<file path="config.mk">
export PLATFORM = sky130hd
export DESIGN_NAME = oled_spi_receiver
export DESIGN_NICKNAME = d
export VERILOG_FILES = /design/src/rtl/oled_pkg.sv /design/src/rtl/spi_byte_rx.sv /design/src/rtl/oled_spi_receiver.sv
export SDC_FILE = /design/constraint.sdc
export NUM_CORES = 1
export LEC_CHECK = 0
export CAP_MARGIN = 30
export CORE_MARGIN = 2
export CORE_UTILIZATION = 60
export CTS_CLUSTER_SIZE = 14
export DETAILED_ROUTE_END_ITERATION = 7
export PLACE_DENSITY = 0.85
export SYNTH_ARGS = -nofsm -noshare
export SYNTH_HDL_FRONTEND = slang
export SYNTH_HIERARCHICAL = 1
export SYNTH_SLANG_ARGS = --single-unit
</file>
<file path="constraint.sdc">
create_clock -name clock -period 4.9 [get_ports clock]
set_clock_uncertainty 0.2 [all_clocks]
set_input_delay 0.98 -clock clock [delete_from_list [all_inputs] [get_ports clock]]
set_output_delay 0.98 -clock clock [all_outputs]
set_load 0.1 [all_outputs]
</file>
<file path="src/rtl/oled_pkg.sv">
// Shared opcode constants and command-decoder state encoding for the OLED
// panel command set, used by both the receiver and the panel driver.
package oled_pkg;

  typedef enum logic [1:0] {
    DEC_CMD  = 2'd0,
    DEC_ARG1 = 2'd1,
    DEC_ARG2 = 2'd2
  } dec_state_e;

  localparam logic [7:0] OP_DISPLAY_OFF = 8'hAE;
  localparam logic [7:0] OP_DISPLAY_ON  = 8'hAF;
  localparam logic [7:0] OP_ENTIRE_OFF  = 8'hA4;
  localparam logic [7:0] OP_ENTIRE_ON   = 8'hA5;
  localparam logic [7:0] OP_SEG_REMAP0  = 8'hA0;
  localparam logic [7:0] OP_SEG_REMAP1  = 8'hA1;
  localparam logic [7:0] OP_COM_SCAN0   = 8'hC0;
  localparam logic [7:0] OP_COM_SCAN1   = 8'hC8;
  localparam logic [7:0] OP_CONTRAST    = 8'h81;
  localparam logic [7:0] OP_CHARGE_PUMP = 8'h8D;
  localparam logic [7:0] OP_PRECHARGE   = 8'hD9;
  localparam logic [7:0] OP_COM_PINS    = 8'hDA;
  localparam logic [7:0] OP_COL_RANGE   = 8'h21;
  localparam logic [7:0] OP_PAGE_RANGE  = 8'h22;

  localparam logic [7:0] CONTRAST_RESET = 8'h7F;

  // Opcodes that are followed by at least one argument byte.
  function automatic logic takes_arg(input logic [7:0] op);
    return (op == OP_CONTRAST) || (op == OP_CHARGE_PUMP) ||
           (op == OP_PRECHARGE) || (op == OP_COM_PINS) ||
           (op == OP_COL_RANGE) || (op == OP_PAGE_RANGE);
  endfunction

endpackage

</file>
<file path="src/rtl/spi_byte_rx.sv">
// SPI byte framer: synchronizes the panel SPI lines, detects rising clock
// edges and assembles MSB-first bytes, flagging each completed byte.
module spi_byte_rx #(
  parameter int SYNC_STAGES = 2
) (
  input  logic       clock,
  input  logic       reset,
  input  logic       clear,
  input  logic       spi_clk,
  input  logic       spi_data,
  input  logic       spi_dc_n,
  output logic       byte_valid,
  output logic [7:0] byte_data,
  output logic       byte_is_data
);

  logic [SYNC_STAGES-1:0] clk_sync_q, clk_sync_d;
  logic [SYNC_STAGES-1:0] data_sync_q, data_sync_d;
  logic [SYNC_STAGES-1:0] dc_sync_q, dc_sync_d;
  logic                   clk_prev_q, clk_prev_d;
  logic [7:0]             shift_q, shift_d;
  logic [2:0]             bit_cnt_q, bit_cnt_d;
  logic                   valid_q, valid_d;
  logic [7:0]             data_q, data_d;
  logic                   is_data_q, is_data_d;
  logic                   rise;
  logic                   sdata;

  always_comb begin
    clk_sync_d  = {clk_sync_q[SYNC_STAGES-2:0], spi_clk};
    data_sync_d = {data_sync_q[SYNC_STAGES-2:0], spi_data};
    dc_sync_d   = {dc_sync_q[SYNC_STAGES-2:0], spi_dc_n};
    clk_prev_d  = clk_sync_q[SYNC_STAGES-1];
    rise        = clk_sync_q[SYNC_STAGES-1] & ~clk_prev_q;
    sdata       = data_sync_q[SYNC_STAGES-1];

    shift_d   = shift_q;
    bit_cnt_d = bit_cnt_q;
    valid_d   = 1'b0;
    data_d    = data_q;
    is_data_d = is_data_q;

    // Panel reset / supply-off drops any partially framed byte.
    if (clear) begin
      shift_d   = 8'h00;
      bit_cnt_d = 3'd0;
    end else if (rise) begin
      shift_d   = {shift_q[6:0], sdata};
      bit_cnt_d = bit_cnt_q + 3'd1;
      if (bit_cnt_q == 3'd7) begin
        valid_d   = 1'b1;
        data_d    = {shift_q[6:0], sdata};
        is_data_d = dc_sync_q[SYNC_STAGES-1];
      end
    end
  end

  always_ff @(posedge clock) begin
    if (reset) begin
      clk_sync_q  <= '0;
      data_sync_q <= '0;
      dc_sync_q   <= '0;
      clk_prev_q  <= 1'b0;
      shift_q     <= 8'h00;
      bit_cnt_q   <= 3'd0;
      valid_q     <= 1'b0;
      data_q      <= 8'h00;
      is_data_q   <= 1'b0;
    end else begin
      clk_sync_q  <= clk_sync_d;
      data_sync_q <= data_sync_d;
      dc_sync_q   <= dc_sync_d;
      clk_prev_q  <= clk_prev_d;
      shift_q     <= shift_d;
      bit_cnt_q   <= bit_cnt_d;
      valid_q     <= valid_d;
      data_q      <= data_d;
      is_data_q   <= is_data_d;
    end
  end

  assign byte_valid   = valid_q;
  assign byte_data    = data_q;
  assign byte_is_data = is_data_q;

endmodule

</file>
<file path="src/rtl/oled_spi_receiver.sv">
// OLED SPI receiver: frames bytes from the panel SPI bus, decodes commands
// into panel state and turns data bytes into frame-buffer writes.
module oled_spi_receiver
  import oled_pkg::*;
#(
  parameter int COLS        = 128,
  parameter int PAGES       = 4,
  parameter int SYNC_STAGES = 2
) (
  input  logic       clock,
  input  logic       reset,
  input  logic       oled_spi_clk,
  input  logic       oled_spi_data,
  input  logic       oled_dc_n,
  input  logic       oled_reset_n,
  input  logic       oled_vdd,
  input  logic       oled_vbat,
  output logic       byte_valid,
  output logic [7:0] byte_data,
  output logic       byte_is_data,
  output logic       fb_we,
  output logic [8:0] fb_addr,
  output logic [7:0] fb_wdata,
  output logic       display_on,
  output logic       entire_on,
  output logic       charge_pump_on,
  output logic [7:0] contrast,
  output logic       cmd_error,
  output dec_state_e dbg_state
);

  localparam int CW = $clog2(COLS);
  localparam int PW = $clog2(PAGES);

  logic       rx_valid, rx_is_data;
  logic [7:0] rx_data;

  logic [SYNC_STAGES-1:0] rstn_sync_q, rstn_sync_d;
  logic [SYNC_STAGES-1:0] vdd_sync_q, vdd_sync_d;
  logic [SYNC_STAGES-1:0] vbat_sync_q, vbat_sync_d;
  logic                   panel_hold;

  dec_state_e    state_q, state_d;
  logic [7:0]    op_q, op_d;
  logic [CW-1:0] column_q, column_d, col_start_q, col_start_d, col_end_q, col_end_d;
  logic [PW-1:0] page_q, page_d, page_start_q, page_start_d, page_end_q, page_end_d;
  logic          display_on_q, display_on_d, entire_on_q, entire_on_d;
  logic          charge_pump_q, charge_pump_d;
  logic [7:0]    contrast_q, contrast_d;
  logic          byte_valid_q, byte_valid_d, byte_is_data_q, byte_is_data_d;
  logic [7:0]    byte_data_q, byte_data_d;
  logic          fb_we_q, fb_we_d, cmd_error_q, cmd_error_d;
  logic [8:0]    fb_addr_q, fb_addr_d;
  logic [7:0]    fb_wdata_q, fb_wdata_d;
  logic [CW-1:0] arg_col;
  logic [PW-1:0] arg_page;

  spi_byte_rx #(.SYNC_STAGES(SYNC_STAGES)) u_rx (
    .clock        (clock),
    .reset        (reset),
    .clear        (panel_hold),
    .spi_clk      (oled_spi_clk),
    .spi_data     (oled_spi_data),
    .spi_dc_n     (oled_dc_n),
    .byte_valid   (rx_valid),
    .byte_data    (rx_data),
    .byte_is_data (rx_is_data)
  );

  always_comb begin
    rstn_sync_d = {rstn_sync_q[SYNC_STAGES-2:0], oled_reset_n};
    vdd_sync_d  = {vdd_sync_q[SYNC_STAGES-2:0], oled_vdd};
    vbat_sync_d = {vbat_sync_q[SYNC_STAGES-2:0], oled_vbat};
    panel_hold  = ~rstn_sync_q[SYNC_STAGES-1] | vdd_sync_q[SYNC_STAGES-1];
    arg_col     = CW'(rx_data);
    arg_page    = PW'(rx_data);

    state_d        = state_q;
    op_d           = op_q;
    column_d       = column_q;
    col_start_d    = col_start_q;
    col_end_d      = col_end_q;
    page_d         = page_q;
    page_start_d   = page_start_q;
    page_end_d     = page_end_q;
    display_on_d   = display_on_q;
    entire_on_d    = entire_on_q;
    charge_pump_d  = charge_pump_q;
    contrast_d     = contrast_q;
    byte_valid_d   = rx_valid;
    byte_data_d    = rx_data;
    byte_is_data_d = rx_is_data;
    fb_we_d        = 1'b0;
    fb_addr_d      = fb_addr_q;
    fb_wdata_d     = fb_wdata_q;
    cmd_error_d    = 1'b0;

    if (panel_hold) begin
      state_d       = DEC_CMD;
      column_d      = '0;
      col_start_d   = '0;
      col_end_d     = CW'(COLS - 1);
      page_d        = '0;
      page_start_d  = '0;
      page_end_d    = PW'(PAGES - 1);
      display_on_d  = 1'b0;
      entire_on_d   = 1'b0;
      charge_pump_d = 1'b0;
      contrast_d    = CONTRAST_RESET;
      byte_valid_d  = 1'b0;
    end else if (rx_valid && rx_is_data) begin
      // Data bytes go straight to the frame buffer; decoder state untouched.
      fb_we_d    = 1'b1;
      fb_addr_d  = 9'(page_q) * 9'(COLS) + 9'(column_q);
      fb_wdata_d = rx_data;
      if (column_q == col_end_q) begin
        column_d = col_start_q;
        page_d   = (page_q == page_end_q) ? page_start_q : page_q + PW'(1);
      end else begin
        column_d = column_q + CW'(1);
      end
    end else if (rx_valid) begin
      unique case (state_q)
        DEC_CMD: begin
          op_d = rx_data;
          if (rx_data[7:4] == 4'h0) begin
            column_d = CW'({column_q[CW-1:4], rx_data[3:0]});
          end else if (rx_data[7:4] == 4'h1) begin
            column_d = CW'({rx_data[3:0], column_q[3:0]});
          end else if (rx_data[7:3] == 5'b10110) begin
            page_d = PW'(rx_data[2:0]);
          end else if (takes_arg(rx_data)) begin
            state_d = DEC_ARG1;
          end else begin
            case (rx_data)
              OP_DISPLAY_OFF: display_on_d = 1'b0;
              OP_DISPLAY_ON:  display_on_d = 1'b1;
              OP_ENTIRE_OFF:  entire_on_d  = 1'b0;
              OP_ENTIRE_ON:   entire_on_d  = 1'b1;
              OP_SEG_REMAP0, OP_SEG_REMAP1, OP_COM_SCAN0, OP_COM_SCAN1: ;
              default:        cmd_error_d  = 1'b1;
            endcase
          end
        end
        DEC_ARG1: begin
          state_d = DEC_CMD;
          case (op_q)
            OP_CONTRAST:    contrast_d    = rx_data;
            OP_CHARGE_PUMP: charge_pump_d = rx_data[2];
            OP_COL_RANGE: begin
              col_start_d = arg_col;
              column_d    = arg_col;
              state_d     = DEC_ARG2;
            end
            OP_PAGE_RANGE: begin
              page_start_d = arg_page;
              page_d       = arg_page;
              state_d      = DEC_ARG2;
            end
            default: ;
          endcase
        end
        DEC_ARG2: begin
          // An end below the start collapses the window to the start.
          state_d = DEC_CMD;
          if (op_q == OP_COL_RANGE) begin
            col_end_d = (arg_col < col_start_q) ? col_start_q : arg_col;
          end else begin
            page_end_d = (arg_page < page_start_q) ? page_start_q : arg_page;
          end
        end
        default: state_d = DEC_CMD;
      endcase
    end
  end

  always_ff @(posedge clock) begin
    if (reset) begin
      rstn_sync_q    <= '0;
      vdd_sync_q     <= '0;
      vbat_sync_q    <= '0;
      state_q        <= DEC_CMD;
      op_q           <= 8'h00;
      column_q       <= '0;
      col_start_q    <= '0;
      col_end_q      <= CW'(COLS - 1);
      page_q         <= '0;
      page_start_q   <= '0;
      page_end_q     <= PW'(PAGES - 1);
      display_on_q   <= 1'b0;
      entire_on_q    <= 1'b0;
      charge_pump_q  <= 1'b0;
      contrast_q     <= CONTRAST_RESET;
      byte_valid_q   <= 1'b0;
      byte_data_q    <= 8'h00;
      byte_is_data_q <= 1'b0;
      fb_we_q        <= 1'b0;
      fb_addr_q      <= 9'd0;
      fb_wdata_q     <= 8'h00;
      cmd_error_q    <= 1'b0;
    end else begin
      rstn_sync_q    <= rstn_sync_d;
      vdd_sync_q     <= vdd_sync_d;
      vbat_sync_q    <= vbat_sync_d;
      state_q        <= state_d;
      op_q           <= op_d;
      column_q       <= column_d;
      col_start_q    <= col_start_d;
      col_end_q      <= col_end_d;
      page_q         <= page_d;
      page_start_q   <= page_start_d;
      page_end_q     <= page_end_d;
      display_on_q   <= display_on_d;
      entire_on_q    <= entire_on_d;
      charge_pump_q  <= charge_pump_d;
      contrast_q     <= contrast_d;
      byte_valid_q   <= byte_valid_d;
      byte_data_q    <= byte_data_d;
      byte_is_data_q <= byte_is_data_d;
      fb_we_q        <= fb_we_d;
      fb_addr_q      <= fb_addr_d;
      fb_wdata_q     <= fb_wdata_d;
      cmd_error_q    <= cmd_error_d;
    end
  end

  assign byte_valid     = byte_valid_q;
  assign byte_data      = byte_data_q;
  assign byte_is_data   = byte_is_data_q;
  assign fb_we          = fb_we_q;
  assign fb_addr        = fb_addr_q;
  assign fb_wdata       = fb_wdata_q;
  assign display_on     = display_on_q & ~vbat_sync_q[SYNC_STAGES-1];
  assign entire_on      = entire_on_q;
  assign charge_pump_on = charge_pump_q;
  assign contrast       = contrast_q;
  assign cmd_error      = cmd_error_q;
  assign dbg_state      = state_q;

endmodule

</file>
=== Word-level counts from Yosys, hierarchy flattened ===
Index checks and enable logic that the tools add are counted.

* Bits in latches: 0
* Flip-flop bits (word level): 110
* Memory bits (writable): 0
* Output and inout bits: 42
* Memories: 0
* Memory bits (read-only): 0

* Div/mod/pow operators: 0
* Equality and inequality tests: 37
* Magnitude comparators: 2
* Multiply operators: 0
* Shift-type cells: 0
* Bitwise logic cells: 16
* $add $sub $neg: 4
* Reduce and logical (&&, ||, !) cells: 32
* Muxes and demuxes: 29

{| class="wikitable"
|+ Operators by type and width
! cell !! number
|-
| $eq A8 B8 Y1 const B || 14
|-
| $mux W7 || 7
|-
| $eq A8 B6 Y1 const B || 4
|-
| $reduce_and A4 Y1 || 8
|-
| $mux W2 || 14
|-
| $ne A3 B3 Y1 const B || 6
|-
| $reduce_and A8 Y1 || 2
|-
| $pmux W7 S2 || 1
|-
| $not A1 Y1 || 13
|-
| $add A9 B7 Y9 || 1
|-
| $reduce_or A9 Y1 || 1
|-
| $ne A2 B2 Y1 const B || 4
|-
| $pmux W2 S2 || 2
|-
| $reduce_or A8 Y1 || 1
|-
| $add A7 B1 Y7 const B || 1
|-
| $eq A7 B7 Y1 || 1
|-
| $lt A7 B7 Y1 || 1
|-
| $reduce_and A7 Y1 || 1
|-
| $reduce_and A6 Y1 || 1
|-
| $reduce_bool A2 Y1 || 3
|-
| $eq A5 B5 Y1 const B || 1
|-
| $logic_or A1 B1 Y1 || 5
|-
| $reduce_and A5 Y1 || 1
|-
| $eq A4 B1 Y1 const B || 1
|-
| 21 further kinds || 26
|}

=== Longest topological paths before layout ===
Gate-level depths: netlist of the first run.

* Word-level depth: 11
* Gate-level depth with buffers: 8
* Mapped depth without buffers: 7

=== Modules after synthesis ===
Netlist of the first run, hierarchy kept.

{| class="wikitable"
|+ By module, submodules not included
! module !! cells each !! area each (sq um) !! instances
|-
| oled_spi_receiver || 479 || 3,917.5 || 1
|-
| spi_byte_rx || 104 || 972.2 || 1
|}

=== Least setup slack after synthesis of the first run ===
Ideal clock, no wire load.

* Path kind: reg2out
* Start point: register display_on_q
* End point: output display_on
* Stages on the path, launching flop included: 2
* Slack: 2.060 ns
* Path buffers: 0
* Required time: 3.720 ns
* Data arrival time: 1.660 ns
* Path through: dfxtp_1 -> nor2b_1

* Word-level cells in the longest chain between the ends: 1

{| class="wikitable"
|+ RTL lines
! what !! RTL line !! source
|-
| start: declaration || oled_spi_receiver.sv:47 || <nowiki>logic display_on_q, display_on_d, entire_on_q, entire_on_d;</nowiki>
|-
| start signal: assignment || oled_spi_receiver.sv:213 || <nowiki>display_on_q <= display_on_d;</nowiki>
|-
| $and A1 B1 Y1 || oled_spi_receiver.sv:233 || <nowiki>assign display_on = display_on_q & ~vbat_sync_q[SYNC_STAGES-1];</nowiki>
|-
| end: declaration || oled_spi_receiver.sv:24 || <nowiki>output logic display_on,</nowiki>
|}

No other way between the ends.

=== Worst setup path after layout of the first run ===
* Start point: register state_q[0], in the netlist dbg_state[0]
* End point: output dbg_state[0]

{| class="wikitable"
|+ RTL lines
! what !! RTL line !! source
|-
| start: declaration || oled_spi_receiver.sv:43 || <nowiki>dec_state_e state_q, state_d;</nowiki>
|-
| start signal: assignment || oled_spi_receiver.sv:205 || <nowiki>state_q <= state_d;</nowiki>
|-
| end: declaration || oled_spi_receiver.sv:29 || <nowiki>output dec_state_e dbg_state</nowiki>
|}

No word-level cell between the ends.

==> results of run 1 <==
==> stage by stage <==
stage	area (sq um)	setup WS (ns)	power [mW]	utilization (%)	std cells
2_1_floorplan	4890	2.060	0.9367	-	583
3_3_place_gp	5349	2.077	0.9455	68.51	701
3_5_place_dp	5349	2.054	0.9461	68.51	701
4_1_cts	5559	1.636	1.489	71.20	717
5_1_grt	5559	1.551	1.526	71.20	717
6_report	5559	1.641	1.480	71.20	717
==> worst max-delay path by stage <==
stage	from	endpoint	slack, ns	cells past startpoint
after detailed placement	dbg_state[0]	dbg_state[0]	2.05	1
after global routing	dbg_state[0]	dbg_state[0]	1.55	1
after floorplan	display_on_q	display_on	2.06	1
after global placement	dbg_state[0]	dbg_state[0]	2.08	1
final	dbg_state[0]	dbg_state[0]	1.64	1
after CTS	dbg_state[0]	dbg_state[0]	1.64	1
==> cell type report <==
class                   instances  area, sq um  share of cell area [%]
repair buffers                 53        515.5                   9.273
flip-flops and latches        110         2202                   39.61
clock inverters                 7        86.33                   1.553
inverters                      15        56.30                   1.013
well taps                     102        127.6                   2.296
clock buffers                   9        123.9                   2.228
multi-input cells             421         2447                   44.02
==> cells in the mapped netlist, types with 10 or more instances <==
| library cell | n | area (sq um) |
|---|---|---|
| nand2_1 | 112 | 420.4 |
| dfxtp_1 | 110 | 2202 |
| a21oi_1 | 57 | 285.3 |
| nor2_1 | 45 | 168.9 |
| nand3_1 | 29 | 145.1 |
| nor2b_1 | 25 | 156.4 |
| clkbuf_1 | 20 | 75.07 |
| mux2i_1 | 19 | 190.2 |
| inv_1 | 15 | 56.30 |
| o21ai_0 | 14 | 70.07 |
| nand2b_1 | 12 | 75.07 |
| ha_1 | 11 | 137.6 |
| a21oi_2 | 10 | 87.58 |
| xnor2_1 | 10 | 87.58 |
==> metal layers <==
| metal | up-vias | GRT usage [%] |
|---|---|---|
| li1 | 2039 | - |
| met1 | 2031 | 34.72 |
| met2 | 200 | 47.74 |
| met3 | 30 | 6.822 |
| met4 | 0 | 11.35 |
| met5 | - | 0 |
==> cells by family (layout without fill, tap and decap cells) <==
family | Yosys count | after routing | share of synthesized area [%]
simple gates | 263 | 263 | 25.97
compound gates | 111 | 111 | 14.18
flops | 110 | 110 | 45.04
buf+inv | 52 | 84 | 4.913
mux | 19 | 19 | 3.889
xor+xnor | 17 | 17 | 3.199
fa+ha+maj | 11 | 11 | 2.815
==> registers in the layout, summed over array words and instances, names as in the netlist, 3 cells and up <==
register,count
byte_data,8
col_start_q,7
u_rx/shift_q,7
fb_wdata,8
op_q,8
column_q,7
col_end_q,7
u_rx/byte_data,8
fb_addr,9
u_rx/bit_cnt_q,3
contrast,8
==> power by group through the flow <==
stage               combinational, mW  clock [mW]  sequential (mW)
floorplan                      0.0168           0            0.920
global placement               0.0252           0            0.920
detailed placement             0.0256           0            0.921
CTS                            0.0257       0.563            0.900
global route                   0.0284       0.597            0.901
finish                         0.0256       0.554            0.900
==> placed cells by master, fill, tap and decap left out, drive strengths merged, types with 6 or more instances in the layout <==
| cell type | synthesis | layout |
|---|---|---|
| xor2 | 6 | 6 |
| nand2b | 12 | 12 |
| nor4 | 6 | 6 |
| nand3 | 29 | 29 |
| clkbuf | 21 | 9 |
| inv | 15 | 19 |
| dfxtp | 110 | 110 |
| mux2i | 19 | 19 |
| clkdlybuf4s50 | 0 | 48 |
| nor2b | 25 | 25 |
| nand2 | 112 | 112 |
| a21oi | 67 | 67 |
| o211ai | 6 | 6 |
| xnor2 | 11 | 11 |
| o21ai | 14 | 14 |
| nor2 | 45 | 45 |
| ha | 11 | 11 |
==> impl_metrics.json, run 1 <==
{
  "layout-drive-gt1-share_pct": 6.992,
  "io_pins": 50,
  "synthArstFlopShare_pct": 0,
  "wl_met3_um": 915,
  "grt_setup_unrepaired": "false",
  "wire_per_inst_um": 16.69,
  "whs_ns": 0.2453,
  "clock.fmax_mhz": 306.9,
  "arrival_ns": 2.08,
  "synthToLayoutAreaGrowth_pct": 13.69,
  "fin_crit_ns": 3.259,
  "rows": 32,
  "core_sq_um": 7807,
  "drc": 0,
  "synthFlopType": "dfxtp_1",
  "fp.dieH_um": 94.28,
  "r2r_cells": 6,
  "crit_chain": "clkdlybuf4s50_1",
  "critical_path_class": "reg2out",
  "postCtsSetupRepairBufs": 0,
  "worst_ep_required_time_ns": 3.72,
  "grt_pass1_vias": 4120,
  "fill_cells": 614,
  "fin_setup_tns_ns": 0,
  "hpwl_um": 7993,
  "synth_edf_count": 0,
  "routed_wl_um": 11970,
  "cts_sinks": 110,
  "port-buffer-count": 49,
  "grt_pass1_wl_um": 19640,
  "r2r-end": "col_end_q[6]",
  "clkPwrFrac_pct": 37.4,
  "ys_seq_area_share_pct": 45.04,
  "max_stage_delay_ns": 1.19,
  "place_congestion": 0.9224,
  "cts_resized": 0,
  "powerDensity_nw_per_um2": 266.2,
  "whs_path_depth": 1,
  "grt_overflow_total": 0,
  "power_switching_mw": 0.3647,
  "syn_inst": 583,
  "p_int_mw": 1.115,
  "cts.htree.levels": 3,
  "ir_worst_vdd_mv": 0.1953,
  "min_to": "u_rx/dc_sync_q[1]",
  "cts-root-buf": "clkbuf_8",
  "hold_start": "u_rx/dc_sync_q[0]",
  "synth-seq-cells": 110,
  "start_util_pct": 62.63,
  "grt_max_degree": 56,
  "switching_share_pct": 24.65,
  "worst_slew_pin_slew_ns": 0.9956,
  "path_clk_slew_ns": 0.11,
  "wl_met2_um": 5775,
  "status": "completed",
  "slowest_stage": "clkdlybuf4s50_1",
  "die_w_um": 94.28,
  "antenna_found_initial": 0,
  "reg2reg_slack_ns": 2.29,
  "path_buf_inv": 1,
  "hp-class": "reg2reg",
  "crit_path_end_kind": "output port",
  "drtIter0Drc": 233,
  "cp_max_fo": 11,
  "start_kind": "register",
  "power_frac_seq_pct": 60.8,
  "crit_family": "buffers and inverters",
  "wl_met1_um": 5024,
  "insertion_delay_ns": 0.38,
  "drtPass1Iterations": 5,
  "clock_path_buffers": 2,
  "leakage_nw": 1.982,
  "combPwrFrac_pct": 1.7,
  "num_vias": 4300,
  "slew_violations": 0,
  "post-route-period-util_pct": 66.51,
  "syn_area_per_cell_sq_um": 8.387,
  "hold_violations": 0,
  "cts_buffers": 9,
  "r2r-start": "u_rx/byte_data[6]",
  "ys_types": 65,
  "grt_use_total_pct": 28.32,
  "synth-warning-count": 6,
  "max_slew_margin_pct": 33.42,
  "dieArea_sq_um": 8888,
  "cts_hold_buf": 0,
  "cts_tree": "done",
  "setup-violations-final": 0,
  "antenna_cells": 0,
  "drv_cap": 0,
  "top_layer_used": "met4",
  "viasPerCell": 5.997,
  "postRouteAntennaNets": 0,
  "syn_nets": 602,
  "final_nets": 629,
  "syn-cell-area_sq_um": 4890
}
(Power assumes the default switching activity.)
==> inputs of run 2 (changes only) <==
CORE_UTILIZATION = 51   (was 60)
PLACE_DENSITY = 0.77   (was 0.85)
clock period = 2.8 ns   (was 4.9 ns; I/O delays follow)
==> impl_metrics.json, run 2 (synthesized netlist as in run 1, its figures left out) <==
{
  "path_clk_slew_ns": 0.11,
  "place_congestion": 0.8714,
  "layout_commonest_cell": "nand2_1",
  "max_slew_margin_pct": 43.81,
  "dpl_cell_area_sq_um": 5345,
  "r2r_cells": 6,
  "whs_ns": 0.2112,
  "drc": 0,
  "cts_tree": "done",
  "wire_per_inst_um": 15.59,
  "path_common_cell": "a21oi_1",
  "hold_violations": 0,
  "grt_use_total_pct": 23.68,
  "final_core_util_pct": 60.03,
  "grt_pass1_vias": 3852,
  "drtIter0Drc": 361,
  "io_pins": 50,
  "grt_max_degree": 57,
  "die_w_um": 101.9,
  "clock_path_buffers": 2,
  "cts_sinks": 110,
  "cts_resized": 0,
  "layout-drive-gt1-share_pct": 15.06,
  "clock.fmax_mhz": 445.0,
  "start_util_pct": 52.67,
  "grt_pass1_wl_um": 19100,
  "cts_hold_buf": 0,
  "setup-violations-final": 0,
  "start_kind": "register",
  "critical_path_class": "reg2reg",
  "routed_wl_um": 11740,
  "postRouteAntennaNets": 0,
  "antenna_found_initial": 0,
  "arrival_ns": 2.33,
  "cts.htree.levels": 3,
  "insertion_delay_ns": 0.39,
  "min_to": "byte_data[2]",
  "reg2reg_slack_ns": 0.55,
  "fp.dieH_um": 101.9,
  "post-place-ws_ns": 0.6010,
  "final_cell_mix": "112 x nand2_1, 110 x dfxtp_1, 57 x a21oi_1, 55 x buf_4, 45 x nor2_1",
  "crit_chain": "ha_1, a21oi_1, o21ai_0, a21oi_2, mux2i_1, a21oi_1",
  "final_area_sq_um": 5573,
  "largest_reg_flops": 9,
  "hp-class": "in2reg",
  "cts-root-buf": "clkbuf_8",
  "core_sq_um": 9284,
  "post-route-period-util_pct": 80.26,
  "dieArea_sq_um": 10390,
  "leakage_nw": 2.109,
  "ir_worst_vdd_mv": 0.2536,
  "grt_overflow_total": 0,
  "port-buffer-count": 49,
  "worst_ep_required_time_ns": 2.88,
  "fill_cells": 831,
  "postCtsSetupRepairBufs": 0,
  "fin_crit_ns": 2.247,
  "r2r-start": "u_rx/byte_data[6]",
  "worst_slew_pin_slew_ns": 0.8418,
  "drv_cap": 0,
  "finalWorstSetupSlack_ns": 0.5526,
  "powerDensity_nw_per_um2": 475.4,
  "final_nets": 638,
  "num_vias": 4199,
  "grt_setup_unrepaired": "false",
  "whs_path_depth": 2,
  "rows": 35,
  "crit_path_end_kind": "register",
  "status": "completed",
  "slowest_stage": "dfxtp_1",
  "max_stage_delay_ns": 0.56,
  "drtPass1Iterations": 5,
  "r2r-end": "col_end_q[1]",
  "viasPerCell": 5.576,
  "cp_max_fo": 8,
  "antenna_cells": 0,
  "slew_violations": 0,
  "fin_setup_tns_ns": 0,
  "hold_start": "reset",
  "synthToLayoutAreaGrowth_pct": 13.97,
  "cts_buffers": 9,
  "hpwl_um": 8250
}
run 2: cell count changes in the layout (fill, tap and decap cells not counted):
cell | previous run | this run
buf_4 | 4 | 55
bufinv_16 | 0 | 1
clkdlybuf4s50_1 | 48 | 6
clkinv_2 | 0 | 1
clkinv_4 | 0 | 1
inv_6 | 3 | 0
run 2: layout make-up:
cell class	instances	area, sq um	area share (%)
inverters	15	56.30	1.010
repair buffers	62	478.0	8.577
flip-flops and latches	110	2202	39.52
well taps	129	161.4	2.896
clock inverters	7	103.9	1.864
clock buffers	9	123.9	2.223
multi-input cells	421	2447	43.92
run 2: routing by layer:
metal  GRT usage [%]  routed length (um)  vias up  part of all wire [%]
li1                -                   -     2051                     -
met1           29.34                4781     1945                    41
met2           40.23                5874      181                    50
met3           5.472                 820       22                   7.0
met4           8.923                 265        0                   2.3
met5               0                   0        -                     0
run 2: worst max-delay path, delay by kind of cell (launching register included):
family	cells	cell delay, ns
compound gates	4	0.75
flops	1	0.56
mux	1	0.31
fa+ha+maj	1	0.32
run 2: how the worst max path moves through the flow:
stage	start	end	slack, ns	cells after the start
after floorplan	dbg_state[0]	contrast[1]	0.12	8
after global placement	u_rx/byte_data[5]	col_end_q[1]	0.57	6
after detailed placement	u_rx/byte_data[7]	dbg_state[0]	0.60	4
after CTS	u_rx/byte_data[7]	dbg_state[0]	0.56	4
after global routing	dbg_state[0]	contrast[6]	0.42	6
final	u_rx/byte_data[6]	col_end_q[1]	0.55	6
run 2: power breakdown:
part | leakage [nW] | switching, mW | total [mW] | internal [mW]
registers | 0.889 | 0.00318 | 1.58 | 1.57
logic | 1.11 | 0.0278 | 0.0446 | 0.0168
clock network | 0.114 | 0.588 | 1.03 | 0.442
run 2: per-stage QoR:
stage	power, mW	instances
2_1_floorplan	1.639	583
3_3_place_gp	1.654	737
3_5_place_dp	1.656	737
4_1_cts	2.679	753
5_1_grt	2.740	753
6_report	2.649	753
==> inputs of run 3 (changes only) <==
clock period = 1.9 ns   (was 2.8 ns; I/O delays follow)
==> impl_metrics.json, run 3 (synthesized netlist as in run 1, its figures left out) <==
{
  "r2r-end": "column_q[5]",
  "dieArea_sq_um": 10390,
  "max_slew_margin_pct": 64.63,
  "path_clk_slew_ns": 0.11,
  "start_kind": "register",
  "leakage_nw": 2.633,
  "hold_start": "reset",
  "synthToLayoutAreaGrowth_pct": 40.23,
  "clock_path_buffers": 2,
  "combPwrFrac_pct": 2.0,
  "grt_pass1_vias": 4354,
  "wire_per_inst_um": 15.74,
  "largest_reg_flops": 9,
  "insertion_delay_ns": 0.38,
  "arrival_ns": 1.96,
  "cts_tree": "done",
  "critical_path_class": "reg2reg",
  "port-buffer-count": 49,
  "fp.dieH_um": 101.9,
  "num_vias": 4449,
  "drtPass1Iterations": 4,
  "powerDensity_nw_per_um2": 550.8,
  "final_core_util_pct": 73.85,
  "setup-violations-final": 0,
  "layout.cells.non_filler": 825,
  "cts_buffers": 9,
  "viasPerCell": 5.393,
  "grt_use_total_pct": 25.82,
  "layout_commonest_cell": "nand2_1",
  "antenna_cells": 0,
  "power_switching_mw": 0.9175,
  "min_to": "u_rx/byte_data[4]",
  "fill_cells": 667,
  "whs_path_depth": 3,
  "power_frac_seq_pct": 61.3,
  "die_w_um": 101.9,
  "crit_path_end_kind": "register",
  "antenna_found_initial": 0,
  "start_util_pct": 52.67,
  "hold_violations": 0,
  "status": "completed",
  "drc": 0,
  "grt_setup_unrepaired": "true",
  "p_int_mw": 2.859,
  "r2r-start": "u_rx/byte_data[6]",
  "whs_ns": 0.1669,
  "switching_share_pct": 24.30,
  "worst_ep_required_time_ns": 1.98,
  "reg2reg_slack_ns": 0.02,
  "grt_overflow_total": 0,
  "place_congestion": 0.9405,
  "hp-class": "in2reg",
  "drv_cap": 0,
  "crit_start": "u_rx/byte_data[6]",
  "ir_worst_vdd_mv": 0.6642,
  "worst_slew_pin_slew_ns": 0.5306,
  "post-route-period-util_pct": 99.16,
  "postRouteAntennaNets": 0,
  "clkPwrFrac_pct": 36.7,
  "hpwl_um": 9544,
  "final_nets": 710,
  "cts_sinks": 110,
  "grt_max_degree": 52,
  "grt_pass1_wl_um": 20930,
  "core_sq_um": 9284,
  "cp_max_fo": 5,
  "routed_wl_um": 12980,
  "rows": 35,
  "r2r_cells": 5,
  "slew_violations": 0,
  "layout-drive-gt1-share_pct": 32.18,
  "dp_cells": 806,
  "final_cell_mix": "110 x nand2_1, 94 x dfxtp_1, 83 x buf_4, 50 x a21oi_1, 43 x nor2_1",
  "cts-root-buf": "clkbuf_8",
  "drtIter0Drc": 206,
  "fin_crit_ns": 1.884,
  "clock.fmax_mhz": 530.8,
  "io_pins": 50,
  "cts.htree.levels": 3
}
[run 3: cell types whose count changed in the layout (fill, tap and decap cells not counted), moves of 4 or more]
| cell | before | now |
|---|---|---|
| dfxtp_2 | 0 | 12 |
| nor4_1 | 5 | 1 |
| dfxtp_1 | 110 | 94 |
| buf_4 | 55 | 83 |
| dfxtp_4 | 0 | 4 |
| buf_12 | 0 | 42 |
| a21oi_2 | 10 | 16 |
| a21oi_1 | 57 | 50 |
[run 3: how the worst max path moves through the flow]
stage | endpoint | slack (ns)
final | column_q[5] | 0.02
after global routing | page_end_q[0] | -0.04
after CTS | column_q[6] | 0.0002
after detailed placement | op_q[0] | -0.05
after global placement | column_q[5] | 0.003
after floorplan | contrast[1] | -0.10
[run 3: cell type report]
| type | instances | area (sq um) | area share [%] |
|---|---|---|---|
| Timing Repair Buffer | 134 | 1551 | 22.63 |
| Tap cell | 129 | 161.4 | 2.354 |
| Inverter | 15 | 56.30 | 0.8212 |
| Clock buffer | 9 | 123.9 | 1.807 |
| Clock inverter | 7 | 72.57 | 1.058 |
| Sequential cell | 110 | 2232 | 32.55 |
| Multi-Input combinational cell | 421 | 2659 | 38.78 |
[run 3: what timing repair did]
item,in CTS,in global routing
hold buffers,0,0
resized for setup,12,44
buffers inserted,1,2
setup endpoints to repair,30,44
cloned,0,0
pin swaps,4,11
[run 3: metal layers]
layer	GRT usage, %	up-vias	wire [um]	part of all wire, %
met5	0	-	0	0
met4	9.333	0	316	2.4
met3	4.925	26	475	3.7
met2	43.78	106	6485	50
met1	32.90	2123	5706	44
li1	-	2194	-	-
[run 3: power by group through the flow]
stage | Clock, mW | Sequential (mW) | Combinational (mW)
final | 1.39 | 2.31 | 0.0747
after global routing | 1.50 | 2.32 | 0.0823
after CTS | 1.41 | 2.32 | 0.0742
after detailed placement | 0 | 2.37 | 0.0738
after global placement | 0 | 2.37 | 0.0714
after floorplan | 0 | 2.37 | 0.0434
[run 3: through the flow]
step                worst slack, ns  TNS (ns)  cell area (sq um)  power, mW
finish                      0.01599         0               6857      3.776
global route               -0.03847   -0.1971               6857      3.901
CTS                       0.0002165         0               6675      3.801
detailed placement         -0.04543   -0.3853               6442      2.445
global placement           0.003081         0               6442      2.442
floorplan                   -0.1001    -1.364               4964      2.413
[run 3: worst max-delay path, cell delays in order (launching register included)]
cell	delay, ns
dfxtp_2	0.37
or4_4	0.57
and3_1	0.20
a21oi_1	0.13
o21ai_0	0.09
o221a_2	0.22
